### src/rtl/jtopll_wrseq.sv
// Write sequencer/arbiter for the jt2413 OPLL: round-robin between two requesters,
// two-phase bus cycles with cen-timed waits. Optional shadow/filter: JTOPLL_WRSEQ_SHADOW_EN.
module jtopll_wrseq #(
  parameter int ADDR_WAIT = 12,
  parameter int DATA_WAIT = 84
) (
  input  logic       clk,
  input  logic       rst_n,
  input  logic       cen,
  input  logic       req0_valid,
  input  logic [7:0] req0_reg,
  input  logic [7:0] req0_data,
  output logic       req0_ready,
  input  logic       req1_valid,
  input  logic [7:0] req1_reg,
  input  logic [7:0] req1_data,
  output logic       req1_ready,
  output logic [7:0] opl_din,
  output logic       opl_addr,
  output logic       opl_cs_n,
  output logic       opl_wr_n,
  output logic       busy,
  output logic       skip,
  input  logic [5:0] rd_reg,
  output logic [7:0] rd_data
);

  typedef enum logic [2:0] {IDLE, ADDR, WAIT_A, DATA, WAIT_D} state_t;

  state_t     state, state_nx;
  logic [6:0] cnt;
  logic       ptr;
  logic [7:0] lat_data;
  logic       grant0, grant1, accept, drop, data_go;
  logic [7:0] sel_reg, sel_data;

  always_comb begin
    grant0     = req0_valid & (~req1_valid | ~ptr);
    grant1     = req1_valid & (~req0_valid | ptr);
    req0_ready = (state == IDLE) & grant0;
    req1_ready = (state == IDLE) & grant1;
    accept     = req0_ready | req1_ready;
    sel_reg    = req1_ready ? req1_reg  : req0_reg;
    sel_data   = req1_ready ? req1_data : req0_data;
    data_go    = (state == WAIT_A) & cen & (cnt == 7'd1);
    opl_cs_n   = ~((state == ADDR) | (state == DATA));
    opl_wr_n   = ~((state == ADDR) | (state == DATA));
  end

  always_comb begin
    state_nx = state;
    case (state)
      IDLE:    if (accept && !drop) state_nx = ADDR;
      ADDR:    if (cen) state_nx = WAIT_A;
      WAIT_A:  if (data_go) state_nx = DATA;
      DATA:    if (cen) state_nx = WAIT_D;
      WAIT_D:  if (cen && cnt == 7'd1) state_nx = IDLE;
      default: state_nx = IDLE;
    endcase
  end

  // opl_din keeps the register index until the data phase, so the reg needs no separate latch
  always_ff @(posedge clk) begin
    if (!rst_n) begin
      state    <= IDLE;
      busy     <= 1'b0;
      cnt      <= '0;
      ptr      <= 1'b0;
      lat_data <= '0;
      opl_din  <= '0;
      opl_addr <= 1'b0;
    end else begin
      state <= state_nx;
      busy  <= (state_nx != IDLE);
      if (accept) begin
        ptr      <= ~ptr;
        lat_data <= sel_data;
      end
      case (state)
        IDLE: if (accept && !drop) begin
          opl_din  <= sel_reg;
          opl_addr <= 1'b0;
        end
        ADDR:   if (cen) cnt <= 7'(ADDR_WAIT);
        WAIT_A: begin
          if (cen) cnt <= cnt - 7'd1;
          if (data_go) begin
            opl_din  <= lat_data;
            opl_addr <= 1'b1;
          end
        end
        DATA:   if (cen) cnt <= 7'(DATA_WAIT);
        WAIT_D: if (cen) cnt <= cnt - 7'd1;
        default: ;
      endcase
    end
  end

`ifdef JTOPLL_WRSEQ_SHADOW_EN
  logic [7:0]  sh_mem [64];
  logic [63:0] sh_vld;
  logic        sh_wr;

  always_comb begin
    sh_wr = data_go & (opl_din < 8'h40);
    drop  = accept & (sel_reg < 8'h40) & (sel_reg != 8'h0E)
          & ~((sel_reg >= 8'h20) & (sel_reg <= 8'h28))
          & sh_vld[sel_reg[5:0]] & (sh_mem[sel_reg[5:0]] == sel_data);
  end

  always_ff @(posedge clk) begin
    if (sh_wr) sh_mem[opl_din[5:0]] <= lat_data;
  end

  always_ff @(posedge clk) begin
    if (!rst_n) begin
      sh_vld  <= '0;
      skip    <= 1'b0;
      rd_data <= '0;
    end else begin
      if (sh_wr) sh_vld[opl_din[5:0]] <= 1'b1;
      skip    <= accept & drop;
      rd_data <= sh_vld[rd_reg] ? sh_mem[rd_reg] : '0;
    end
  end
`else
  logic unused_rd;

  always_comb begin
    drop      = 1'b0;
    skip      = 1'b0;
    rd_data   = '0;
    unused_rd = ^rd_reg;
  end
`endif

endmodule

### config.mk
export PLATFORM = sky130hd
export DESIGN_NAME = jtopll_wrseq
export DESIGN_NICKNAME = d
export VERILOG_FILES = /design/src/rtl/jtopll_wrseq.sv
export SDC_FILE = /design/constraint.sdc
export NUM_CORES = 1
export LEC_CHECK = 0
export CORE_MARGIN = 2
export CORE_UTILIZATION = 44
export CTS_CLUSTER_DIAMETER = 50
export DETAILED_ROUTE_END_ITERATION = 12
export HOLD_SLACK_MARGIN = 0.12
export MAX_ROUTING_LAYER = met4
export PLACE_DENSITY = 0.83
export SLEW_MARGIN = 20
export SYNTH_ARGS = -nofsm -noshare
export SYNTH_HDL_FRONTEND = slang
export SYNTH_SLANG_ARGS = --single-unit
### constraint.sdc
create_clock -name clk -period 2.25 [get_ports clk]
set_input_delay 0.675 -clock clk [delete_from_list [all_inputs] [get_ports clk]]
set_output_delay 0.675 -clock clk [all_outputs]
set_load 0.02 [all_outputs]
**Word level (Yosys, flattened, before mapping)**

Cells that the tools add are included.

- Register bits: 29
- Output and inout bits: 23
- Logic and storage cells: 58
- Input bits: 43

- Bitwise operators: 14
- Eq/ne operators: 10
- Mux-type cells: 18
- Reduce and logical (&&, ||, !) cells: 8
- $add $sub $neg: 1

Operator list:

| cell | count |
|---|---|
| $mux 8 | 4 |
| $mux 7 | 3 |
| $pmux 7 s3 | 1 |
| $pmux 8 s2 | 1 |
| $mux 3 | 5 |
| $pmux 3 s5 | 1 |
| $ne 2x2->1 const B | 4 |
| $eq 7x1->1 const B | 1 |
| $sub 7x1->7 const B | 1 |
| $and 1x1->1 | 6 |
| $eq 3x2->1 const B | 2 |
| $reduce_bool 3->1 | 2 |
| $not 1->1 | 4 |
| $or 1x1->1 | 4 |
| $reduce_and 4->1 | 1 |
| $eq 3x1->1 const B | 1 |
| $eq 3x3->1 const B | 1 |
| $logic_not 3->1 | 1 |
| $reduce_and 3->1 | 1 |
| $mux 1 | 2 |
| $ne 2x1->1 const B | 1 |
| $pmux 1 s2 | 1 |
| $reduce_bool 2->1 | 1 |
| $reduce_or 2->1 | 1 |
| $logic_and 1x1->1 | 1 |

**Longest topological paths before layout**

- Depth after elaboration: 8
- Depth in mapped cells: 7
- Gate-level depth less buffers: 6

**Worst setup path after synthesis**

Ideal clock, no wire load.

- Kind: input to output
- Start point: in req0_valid
- End point: out req1_ready
- Data arrival time: 1.438 ns
- Setup slack: 0.137 ns
- Data required time: 1.575 ns
- Buffers on the path: 2
- Cell stages on the path: 5
- Cells stage by stage: nor2b_1 buf_2 nand3b_4 buf_6 inv_1

- Word-level cells in the longest chain between the ends: 4

RTL lines:

| item | RTL line | source |
|---|---|---|
| from (decl) | 10 | `input logic req0_valid,` |
| $not 1->1 | 39 | `grant1 = req1_valid & (~req0_valid \| ptr);` |
| $or 1x1->1 | 39 |  |
| $and 1x1->1 | 39 |  |
| $and 1x1->1 | 41 | `req1_ready = (state == IDLE) & grant1;` |
| to (decl) | 17 | `output logic req1_ready,` |

No other way between the ends.

**Final worst setup path**

Same ends and word-level chain as after synthesis.

==> impl_metrics.py <==
metrics = {
    "status": {
        "status": "completed",
    },
    "power_and_ir_drop": {
        "powerDensity_nw_per_um2": 683.5,
        "ir_drop_mv": 0.5297,
        "p_leak_nw": 1.015,
    },
    "worst_setup_path": {
        "worstSetupStartpointType": "primary input",
        "worst_setup_path_end_kind": "primary output",
        "r2r-end": "lat_data[1]",
        "ff2ff_setup_slack_ns": 0.39,
        "worstPathArrival_ns": 1.45,
        "rr_startpoint": "state[2]",
        "cp_data_required_time_ns": 1.57,
        "path_max_fanout": 2,
        "crit_type": "in -> out",
        "reg2reg_depth": 5,
    },
    "drt": {
        "drt_pass1_iterations": 4,
        "vias": 1771,
        "routed_wl_mm": 4.622,
        "drt_iter0_drc": 103,
        "viasPerCell": 5.534,
        "avgRoutedWirePerCell_um": 14.44,
        "ant_nets": 0,
        "drc": 0,
    },
    "sta": {
        "fin_crit_sh_pct": 94.61,
        "report.final.slew_viol_count": 0,
        "rsz0062_at_grt": "no",
        "finClkSkew_ns": 0.004697,
        "setup_viol": 0,
        "worst_slack_ns": 0.1212,
        "min_period_ns": 2.129,
        "slew_headroom_pct": 63.47,
        "hold_viol_final": 0,
        "worst_pin_slew_ns": 0.5429,
        "setup_tns_ns": 0,
        "max_freq_mhz": 469.8,
    },
    "logic_synthesis": {
        "synth-async-reset-ratio_pct": 0,
        "avgSynthCellArea_um2": 8.390,
        "synth_area_um2": 1795,
        "synthFlopType": "dfxtp_1",
        "yosysSeqAreaShare_pct": 32.33,
        "ys_ff_latch": 29,
        "synth_cell_types": 45,
        "synth-edff-count": 0,
        "synth_warnings": 0,
        "synth_cells": 214,
    },
    "global_route": {
        "grt_pass1_vias": 1602,
        "grt_max_degree": 19,
        "antenna_found_initial": 0,
        "grt-ovfl-total": 0,
        "grt_pass1_wl_mm": 7.521,
        "track_usage_pct": 22.38,
    },
    "clock_tree": {
        "cts.path.max_buffers": 2,
        "cts_tree": "built",
        "clk_latency_ns": 0.28,
        "numCtsBuffers": 5,
        "clockRootBuffer": "clkbuf_8",
        "cts-htree-levels": 2,
        "cts.sinks": 29,
        "hold_buffers": 0,
        "clk_pin_slew_ns": 0.06,
    },
    "floorplan": {
        "io_pins": 66,
        "die_area_um2": 4608,
        "die_h_um": 67.88,
        "initial_core_util_pct": 45.21,
        "core.rowCount": 23,
        "fp.dieW_um": 67.88,
        "core_um2": 3971,
    },
    "worst_hold_path": {
        "hold_class": "reg -> reg",
        "hold_path_end": "opl_addr",
        "hold_depth": 2,
        "hold_start": "opl_addr",
    },
    "finish": {
        "drive_gt1_share_pct": 11.48,
        "area_delta_synth_final_pct": 34.84,
        "fin_nets": 314,
        "fillerInstances": 367,
        "seqCellArea_um2": 580.6,
        "multiInputGateArea_um2": 1064,
        "n_antenna_cell": 0,
    },
    "place": {
        "place_congestion": 0.8424,
        "io_buffer_count": 50,
        "post-place-ws_ns": -0.5278,
        "dp_hpwl_mm": 3.433,
    },
    "run": {
        "cap_viol_max_count": 0,
    },
}
## power by group
group	internal [mW]	leakage (nW)	switching [mW]
logic	0.290	0.731	0.319
registers	0.583	0.239	0.0480
clock network	0.214	0.0450	0.200
total	1.09	1.02	0.567
## synthesized netlist by cell type (all sizes together) (2+ instances only)
| library cell | n | area (um2) |
|---|---|---|
| a211o | 8 | 70.07 |
| a211oi | 10 | 75.07 |
| a21oi | 15 | 75.07 |
| a221oi | 2 | 17.52 |
| a32o | 8 | 80.08 |
| and2 | 4 | 25.02 |
| buf | 17 | 128.9 |
| clkbuf | 9 | 33.78 |
| dfxtp | 29 | 580.6 |
| ha | 2 | 25.02 |
| inv | 7 | 26.28 |
| mux2i | 9 | 90.09 |
| nand2 | 15 | 56.30 |
| nand2b | 3 | 18.77 |
| nand3 | 4 | 20.02 |
| nand3b | 2 | 27.53 |
| nand4 | 3 | 18.77 |
| nor2 | 13 | 65.06 |
| nor2b | 2 | 12.51 |
| nor3 | 14 | 75.07 |
| nor3b | 6 | 56.31 |
| o21ai | 14 | 73.82 |
| xnor2 | 2 | 17.52 |
| xor2 | 2 | 17.52 |
## what timing repair did
action	4_1_cts	5_1_grt
gates resized for setup	14	0
setup buffers	0	0
endpoints found under the setup margin	4	0
## critical path: stages
cell and delay [ns]:
dlygate4sd2_1 0.25, nor2b_4 0.13, nand3b_4 0.17, inv_1 0.07, buf_2 0.16
## layer usage
layer,share of wire (%),up-vias,track usage (%)
met1,43,821,28.50
met2,48,68,35.17
met3,7.1,8,4.441
met5,0,-,-
met4,1.7,0,8.500
li1,-,874,-
## worst max path at each step
stage                     startpoint    endpoint  cells past startpoint
after global routing      req0_valid  req1_ready                      5
after global placement    req0_valid  req1_ready                      5
after detailed placement  req0_valid  req1_ready                      5
after CTS                 req0_valid  req1_ready                      5
after floorplan           req0_valid  req1_ready                      5
final                     req0_valid  req1_ready                      5
## layout by cell type (no fill, tap or decap), drive strengths merged, types with 2 or more instances in the layout
cell,count
nand3,4
clkbuf,6
nor3b,6
nand3b,2
o21ai,14
a21oi,15
nor2,13
nand2,15
xnor2,2
clkinv,2
nor2b,2
clkdlybuf4s50,44
xor2,2
a211o,8
mux2i,9
inv,7
nand4,3
a32o,8
and2,4
a211oi,10
ha,2
conb,9
nor3,14
buf,18
a221oi,2
nand2b,3
dlygate4sd2,4
dfxtp,29
## logic make-up (layout without fill, tap and decap cells)
kind of cell             Yosys count  count (layout)  share of synthesized area [%]
buffers and inverters             33              81                          10.52
adder cells (fa/ha/maj)            2               2                          1.394
other                              1               9                         0.2089
flip-flops                        29              29                          32.33
AO/OA/AOI/OAI                     64              64                          25.16
multiplexers                       9               9                          5.018
AND/OR/NAND/NOR                   72              72                          23.42
XOR/XNOR                           4               4                          1.952
## metrics by stage
stage | cell area (um2) | hold WS [ns] | power (mW) | instances | utilization, %
after floorplan | 1826 | 0.4629 | 1.043 | 222 | -
after global placement | 2346 | 0.4520 | 1.237 | 312 | 59.07
after detailed placement | 2346 | 0.4550 | 1.253 | 312 | 59.07
after CTS | 2421 | 0.4766 | 1.661 | 320 | 60.96
after global routing | 2421 | 0.4951 | 1.761 | 320 | 60.96
final | 2421 | 0.4713 | 1.655 | 320 | 60.96
## sequential cells by signal (all words and copies together) (netlist names)
signal    flops
lat_data      8
opl_din       8
cnt           7
state         3
busy          1
opl_addr      1
ptr           1
## layout make-up
class	count	share of cell area, %
timing repair buffer	66	25.01
clock inverter	2	0.4134
inverter	7	1.085
multi-input combinational	160	43.93
tap	50	2.584
clock buffer	6	2.997
sequential	29	23.98
Power figures use the tool's default switching activity.
